`config.mk`:
```
export PLATFORM = sky130hd
export DESIGN_NAME = vga_rx
export DESIGN_NICKNAME = d
export VERILOG_FILES = /design/src/rtl/vga_rx.sv
export SDC_FILE = /design/constraint.sdc
export NUM_CORES = 1
export LEC_CHECK = 0
export ABC_AREA = 1
export BUFFER_PORTS_ARGS = -buffer_cell sky130_fd_sc_hd__buf_4
export CORE_MARGIN = 2
export CORE_UTILIZATION = 55
export DETAILED_ROUTE_END_ITERATION = 10
export PLACE_DENSITY = 0.76
export SLEW_MARGIN = 10
export SYNTH_ARGS = -nofsm -noshare
export SYNTH_HDL_FRONTEND = slang
export SYNTH_SLANG_ARGS = --single-unit
```
`constraint.sdc`:
```
create_clock -name clk -period 3.1 [get_ports clk]
set_clock_uncertainty 0.1 [all_clocks]
set_input_delay 0.155 -clock clk [delete_from_list [all_inputs] [get_ports clk]]
set_output_delay 0.155 -clock clk [all_outputs]
set_load 0.01 [all_outputs]
```
`src/rtl/vga_rx.sv`:
```
// VGA timing receiver: recovers pixel coordinates from hsync/vsync/de,
// checks line and frame geometry, and captures the colour at one probe point.
//
// state  | meaning
// -------+---------------------------------------------------------------
// SEARCH | waiting for the first vsync fall; nothing is checked
// ALIGN  | observing a whole frame; any mismatch only marks the frame bad
// LOCKED | geometry verified; mismatches set err, bump err_cnt, drop lock
module vga_rx #(
    parameter int H_ACTIVE = 640,
    parameter int H_TOTAL  = 800,
    parameter int V_ACTIVE = 480,
    parameter int V_TOTAL  = 525
) (
    input  logic       clk,
    input  logic       rst_n,
    input  logic       hsync,
    input  logic       vsync,
    input  logic       de,
    input  logic [5:0] rgb,
    input  logic [9:0] probe_x,
    input  logic [9:0] probe_y,
    input  logic       err_clr,
    output logic [9:0] x,
    output logic [9:0] y,
    output logic       de_o,
    output logic       locked,
    output logic [3:0] err,
    output logic [7:0] err_cnt,
    output logic [7:0] frame_cnt,
    output logic [5:0] probe_rgb,
    output logic       probe_valid
);

    localparam logic [9:0] H_ACT = 10'(H_ACTIVE);
    localparam logic [9:0] H_TOT = 10'(H_TOTAL);
    localparam logic [9:0] V_ACT = 10'(V_ACTIVE);
    localparam logic [9:0] V_TOT = 10'(V_TOTAL);

    typedef enum logic [1:0] {
        SEARCH = 2'd0,
        ALIGN  = 2'd1,
        LOCKED = 2'd2
    } state_t;

    state_t     state, state_n;

    logic       hs_r, hs_d, vs_r, vs_d, de_r, de_d;
    logic [5:0] rgb_r;
    logic       hs_fall, vs_fall, de_fall;

    logic [9:0] cx, cy, col_a, row_a;
    logic [9:0] hper, delen, lines, alines, alines_tot;
    logic       hvalid;
    logic       h_err, de_err, vt_err, al_err, any_mis;
    logic [3:0] mis;
    logic       probe_hit;

    logic       frame_bad, frame_bad_n;
    logic [3:0] err_n;
    logic [7:0] err_cnt_n, frame_cnt_n;

    function automatic logic [9:0] inc10(input logic [9:0] v);
        return (v == 10'h3FF) ? v : v + 10'd1;
    endfunction

    // Input capture plus a second stage for edge detection.
    always_ff @(posedge clk or negedge rst_n) begin
        if (!rst_n) begin
            hs_r  <= 1'b0;
            hs_d  <= 1'b0;
            vs_r  <= 1'b0;
            vs_d  <= 1'b0;
            de_r  <= 1'b0;
            de_d  <= 1'b0;
            rgb_r <= '0;
        end else begin
            hs_r  <= hsync;
            hs_d  <= hs_r;
            vs_r  <= vsync;
            vs_d  <= vs_r;
            de_r  <= de;
            de_d  <= de_r;
            rgb_r <= rgb;
        end
    end

    // Zero reset values on the first stage mean no edge is seen at release.
    assign hs_fall = hs_d & ~hs_r;
    assign vs_fall = vs_d & ~vs_r;
    assign de_fall = de_d & ~de_r;

    // Coordinate given to the pixel currently held in de_r/rgb_r.
    assign col_a = hs_fall ? 10'd0 : cx;
    assign row_a = vs_fall ? 10'd0 : cy;

    // An hs_fall closing a line with de also closes that line's alines count.
    assign alines_tot = (hs_fall && delen != 10'd0) ? inc10(alines) : alines;

    // hvalid suppresses line checks until one full line has been bracketed.
    assign h_err   = hs_fall & hvalid & (hper != H_TOT);
    assign de_err  = hs_fall & hvalid & (delen != 10'd0) & (delen != H_ACT);
    assign vt_err  = vs_fall & (lines != V_TOT);
    assign al_err  = vs_fall & (alines_tot != V_ACT);
    assign mis     = {al_err, de_err, vt_err, h_err};
    assign any_mis = |mis;

    assign probe_hit = (state == LOCKED) & de_r & (col_a == probe_x) & (row_a == probe_y)
                     & (probe_x < H_ACT) & (probe_y < V_ACT);

    // Coordinate and geometry counters; all saturate so overruns are caught.
    always_ff @(posedge clk or negedge rst_n) begin
        if (!rst_n) begin
            cx     <= '0;
            cy     <= '0;
            hper   <= '0;
            delen  <= '0;
            lines  <= '0;
            alines <= '0;
            hvalid <= 1'b0;
        end else begin
            cx     <= de_r ? inc10(col_a) : col_a;
            cy     <= de_fall ? inc10(row_a) : row_a;
            hper   <= hs_fall ? 10'd1 : inc10(hper);
            delen  <= hs_fall ? {9'd0, de_r} : (de_r ? inc10(delen) : delen);
            hvalid <= hvalid | hs_fall;
            if (vs_fall)
                lines <= {9'd0, hs_fall};
            else if (hs_fall)
                lines <= inc10(lines);
            alines <= vs_fall ? 10'd0 : alines_tot;
        end
    end

    // Pixel outputs and probe capture, one cycle behind the input register.
    always_ff @(posedge clk or negedge rst_n) begin
        if (!rst_n) begin
            x           <= '0;
            y           <= '0;
            de_o        <= 1'b0;
            probe_rgb   <= '0;
            probe_valid <= 1'b0;
        end else begin
            de_o        <= de_r;
            x           <= de_r ? col_a : (hs_fall ? 10'd0 : x);
            y           <= de_r ? row_a : (vs_fall ? 10'd0 : y);
            probe_valid <= probe_hit;
            if (probe_hit)
                probe_rgb <= rgb_r;
        end
    end

    // State and status registers.
    always_ff @(posedge clk or negedge rst_n) begin
        if (!rst_n) begin
            state     <= SEARCH;
            frame_bad <= 1'b0;
            err       <= '0;
            err_cnt   <= '0;
            frame_cnt <= '0;
        end else begin
            state     <= state_n;
            frame_bad <= frame_bad_n;
            err       <= err_n;
            err_cnt   <= err_cnt_n;
            frame_cnt <= frame_cnt_n;
        end
    end

    // Next state and status; a clear and a new error in one cycle leaves the new error.
    always_comb begin
        state_n     = state;
        err_n       = err_clr ? 4'd0 : err;
        err_cnt_n   = err_clr ? 8'd0 : err_cnt;
        frame_cnt_n = frame_cnt;
        frame_bad_n = vs_fall ? 1'b0 : (frame_bad | any_mis);
        case (state)
            SEARCH: begin
                frame_bad_n = 1'b0;
                if (vs_fall)
                    state_n = ALIGN;
            end
            ALIGN: begin
                if (vs_fall && !(frame_bad || any_mis))
                    state_n = LOCKED;
            end
            LOCKED: begin
                if (any_mis) begin
                    state_n = ALIGN;
                    err_n   = err_n | mis;
                    if (err_cnt_n != 8'hFF)
                        err_cnt_n = err_cnt_n + 8'd1;
                end else if (vs_fall) begin
                    frame_cnt_n = frame_cnt + 8'd1;
                end
            end
            default: state_n = SEARCH;
        endcase
    end

    assign locked = (state == LOCKED);

endmodule

```
==> out/metrics.cfg <==
[min_path]
holdCritPathClass = in -> async

[grt]
grt_first_pass_wirelength_um = 25330
grt_usage_pct = 24.69
grt_max_degree = 53
antenna_found_initial = 0
grt_overflow = 0
grt_pass1_vias = 5630

[timing]
worstMarginPinSlew_ns = 0.6498
fmax_mhz = 377.3
relSlewSlack_pct = 56.68
min_period_ns = 2.651
finalMaxSlewViolations = 0
rsz0062_at_grt = no
hold_viol_final = 0
post-route-period-util_pct = 85.50
fin_ws_ns = 0.4494
setup_tns_ns = 0
setup_viol = 0

[routing]
vias_per_cell = 5.395
vias = 5670
antenna_left = 0
wl_per_cell_um = 13.81
drtIter0Drc = 400
firstDrtPassIters = 5
wl_um = 14520
drcViolationCount = 0

[pwr]
total_power_w = 0.004201
p_leak_nw = 3.834
power_frac_clock_pct = 40.7
p_int_w = 0.002981
ir_drop_uv = 380.4
share_comb_of_total_power_pct = 15.6
power_per_cell_area_nw_per_um2 = 536.8
p_switching_w = 0.001220
p_sw_share_pct = 29.05
seqPwrFrac_pct = 43.7

[setup_path]
crit_type = reg -> reg
endpoint = cx[4]
required_ns = 3.34
start_kind = register
ff2ff_setup_slack_ns = 0.45
endpoint_kind = register
cp-startpoint = hs_r
critPathMaxFanout = 24
r2r_start = hs_r
arrival_ns = 2.89
ff2ff_path_depth = 14
timing.rr.end = cx[4]

[placed_design]
dp_hpwl_um = 10210
port_buffers = 80
place_congestion = 0.8626
place_ws_ns = 0.3447

[yosys]
synthFlopType = dfrtp_1
synth_edf_count = 0
synthArstFlopShare_pct = 100.0
synth_cell_types = 41
synth-seq-cells = 123
ys_warn_count = 0
avgSynthCellArea_um2 = 8.114
yosysTopAreaCellShare_pct = 47.90
ys_seq_area_share_pct = 47.90
syn_area_um2 = 6426
synth_top_area_cell = dfrtp_1
synth_nets = 835
synthTopCellsByArea = dfrtp_1, nand2_1, inv_1, nand3_1, o21ai_0
syn_inst = 792

[layout]
final_cell_mix = nand2_1, dfrtp_1, inv_1
post-route-util_pct = 68.54
drive_gt1_share_pct = 17.84
fin_nets = 939
area_delta_synth_final_pct = 21.79
antenna_cells = 0
layout_commonest_cell = nand2_1

[floorplan]
core_region_area_um2 = 11420
start_util_pct = 56.28
num_io_pins = 81
dieHeight_um = 112.1
die_x_um = 112.1
dieArea_um2 = 12560
std_cell_rows = 39

[clock_network]
clockRootBuffer = clkbuf_16
htree_num_levels = 4
post_cts_buffers = 0
cts_sinks = 123
cts_buffers = 17
cts_buffer_depth = 2
cts_tree = yes
path_clk_slew_ns = 0.05
clkLatencyLatePin_ns = 0.42

[run_status]
status = completed

[run]
drv_cap = 0

## what timing repair did
action | 4_1_cts | 5_1_grt
resized for setup | 0 | 1
endpoints found under the setup margin | 0 | 3
endpoints found under the hold margin | 62 | 0
hold buffers | 11 | 0
## state kept, by name, indices dropped and copies added (netlist names), 2 cells and up
register / flops
state: 2
rgb_r: 6
alines: 10
cy: 10
x: 10
cx: 10
probe_rgb: 6
lines: 10
hper: 10
y: 10
frame_cnt: 8
delen: 10
err_cnt: 8
err: 4
## synth_stat cells, types with 5 or more instances
cell,count
nor2_2,8
clkbuf_1,10
nand3b_1,5
xor2_1,24
o21ai_2,7
inv_1,98
nand4_1,12
nand2_1,184
dfrtp_1,123
nor2_1,71
ha_1,11
nand2_2,9
xnor2_1,13
nor3_1,30
o21ai_0,57
nand3_1,63
a21oi_1,16
## kinds of logic after synthesis
kind of cell	share of synthesized area (%)
AND/OR/NAND/NOR	28.41
flip-flops	47.90
buffers and inverters	7.068
AO/OA/AOI/OAI	9.443
XOR/XNOR	5.043
adder cells (fa/ha/maj)	2.142
## critical path: stages (launching register included)
cell	delay (ns)
dfrtp_1	0.40
inv_1	0.09
nand2_4	0.23
nand2_1	0.19
inv_1	0.13
ha_1	0.15
inv_1	0.06
nor3_1	0.29
nand3b_1	0.19
nor3_2	0.21
nand2_1	0.11
nand2_1	0.10
inv_1	0.08
nand2_1	0.08
xor2_1	0.17
## area by class of cell
type | instances | area (µm²)
clock buffers | 17 | 425.4
clock inverters | 14 | 83.83
fillers | 915 | 3592
inverters | 102 | 382.9
multi-input cells | 552 | 2899
flip-flops and latches | 123 | 3078
well taps | 143 | 178.9
repair buffers | 100 | 778.2
## metrics by stage
stage	instances	cell area (µm²)	hold slack (ns)
detailed placement	1009	7202	0.1322
global placement	1009	7202	0.1225
floorplan	792	6426	-0.2406
global route	1051	7826	0.2766
CTS	1051	7821	0.2388
finish	1051	7826	0.2100
## metal layers
layer | track usage, % | wire, µm
met1 | 32.22 | 6504
met2 | 40.20 | 6950
met3 | 5.076 | 751
met4 | 10.89 | 309
met5 | 0 | 0
## power groups by stage
stage	registers (W)	clock network (W)	logic (W)
2_1_floorplan	0.00185	0	0.000419
3_3_place_gp	0.00185	0	0.000617
3_5_place_dp	0.00186	0	0.000642
4_1_cts	0.00184	0.00174	0.000656
5_1_grt	0.00185	0.00180	0.000745
6_report	0.00184	0.00171	0.000655
## worst min path at each step
stage               start   endpoint  slack, ns
floorplan           rst_n  alines[0]      -0.24
global placement    rst_n    hper[3]       0.12
detailed placement  rst_n    hper[3]       0.13
CTS                 rst_n    hper[3]       0.24
global route        hsync       hs_r       0.28
finish              rst_n    hper[3]       0.21
Note: power is estimated with default switching activity, not from simulation.
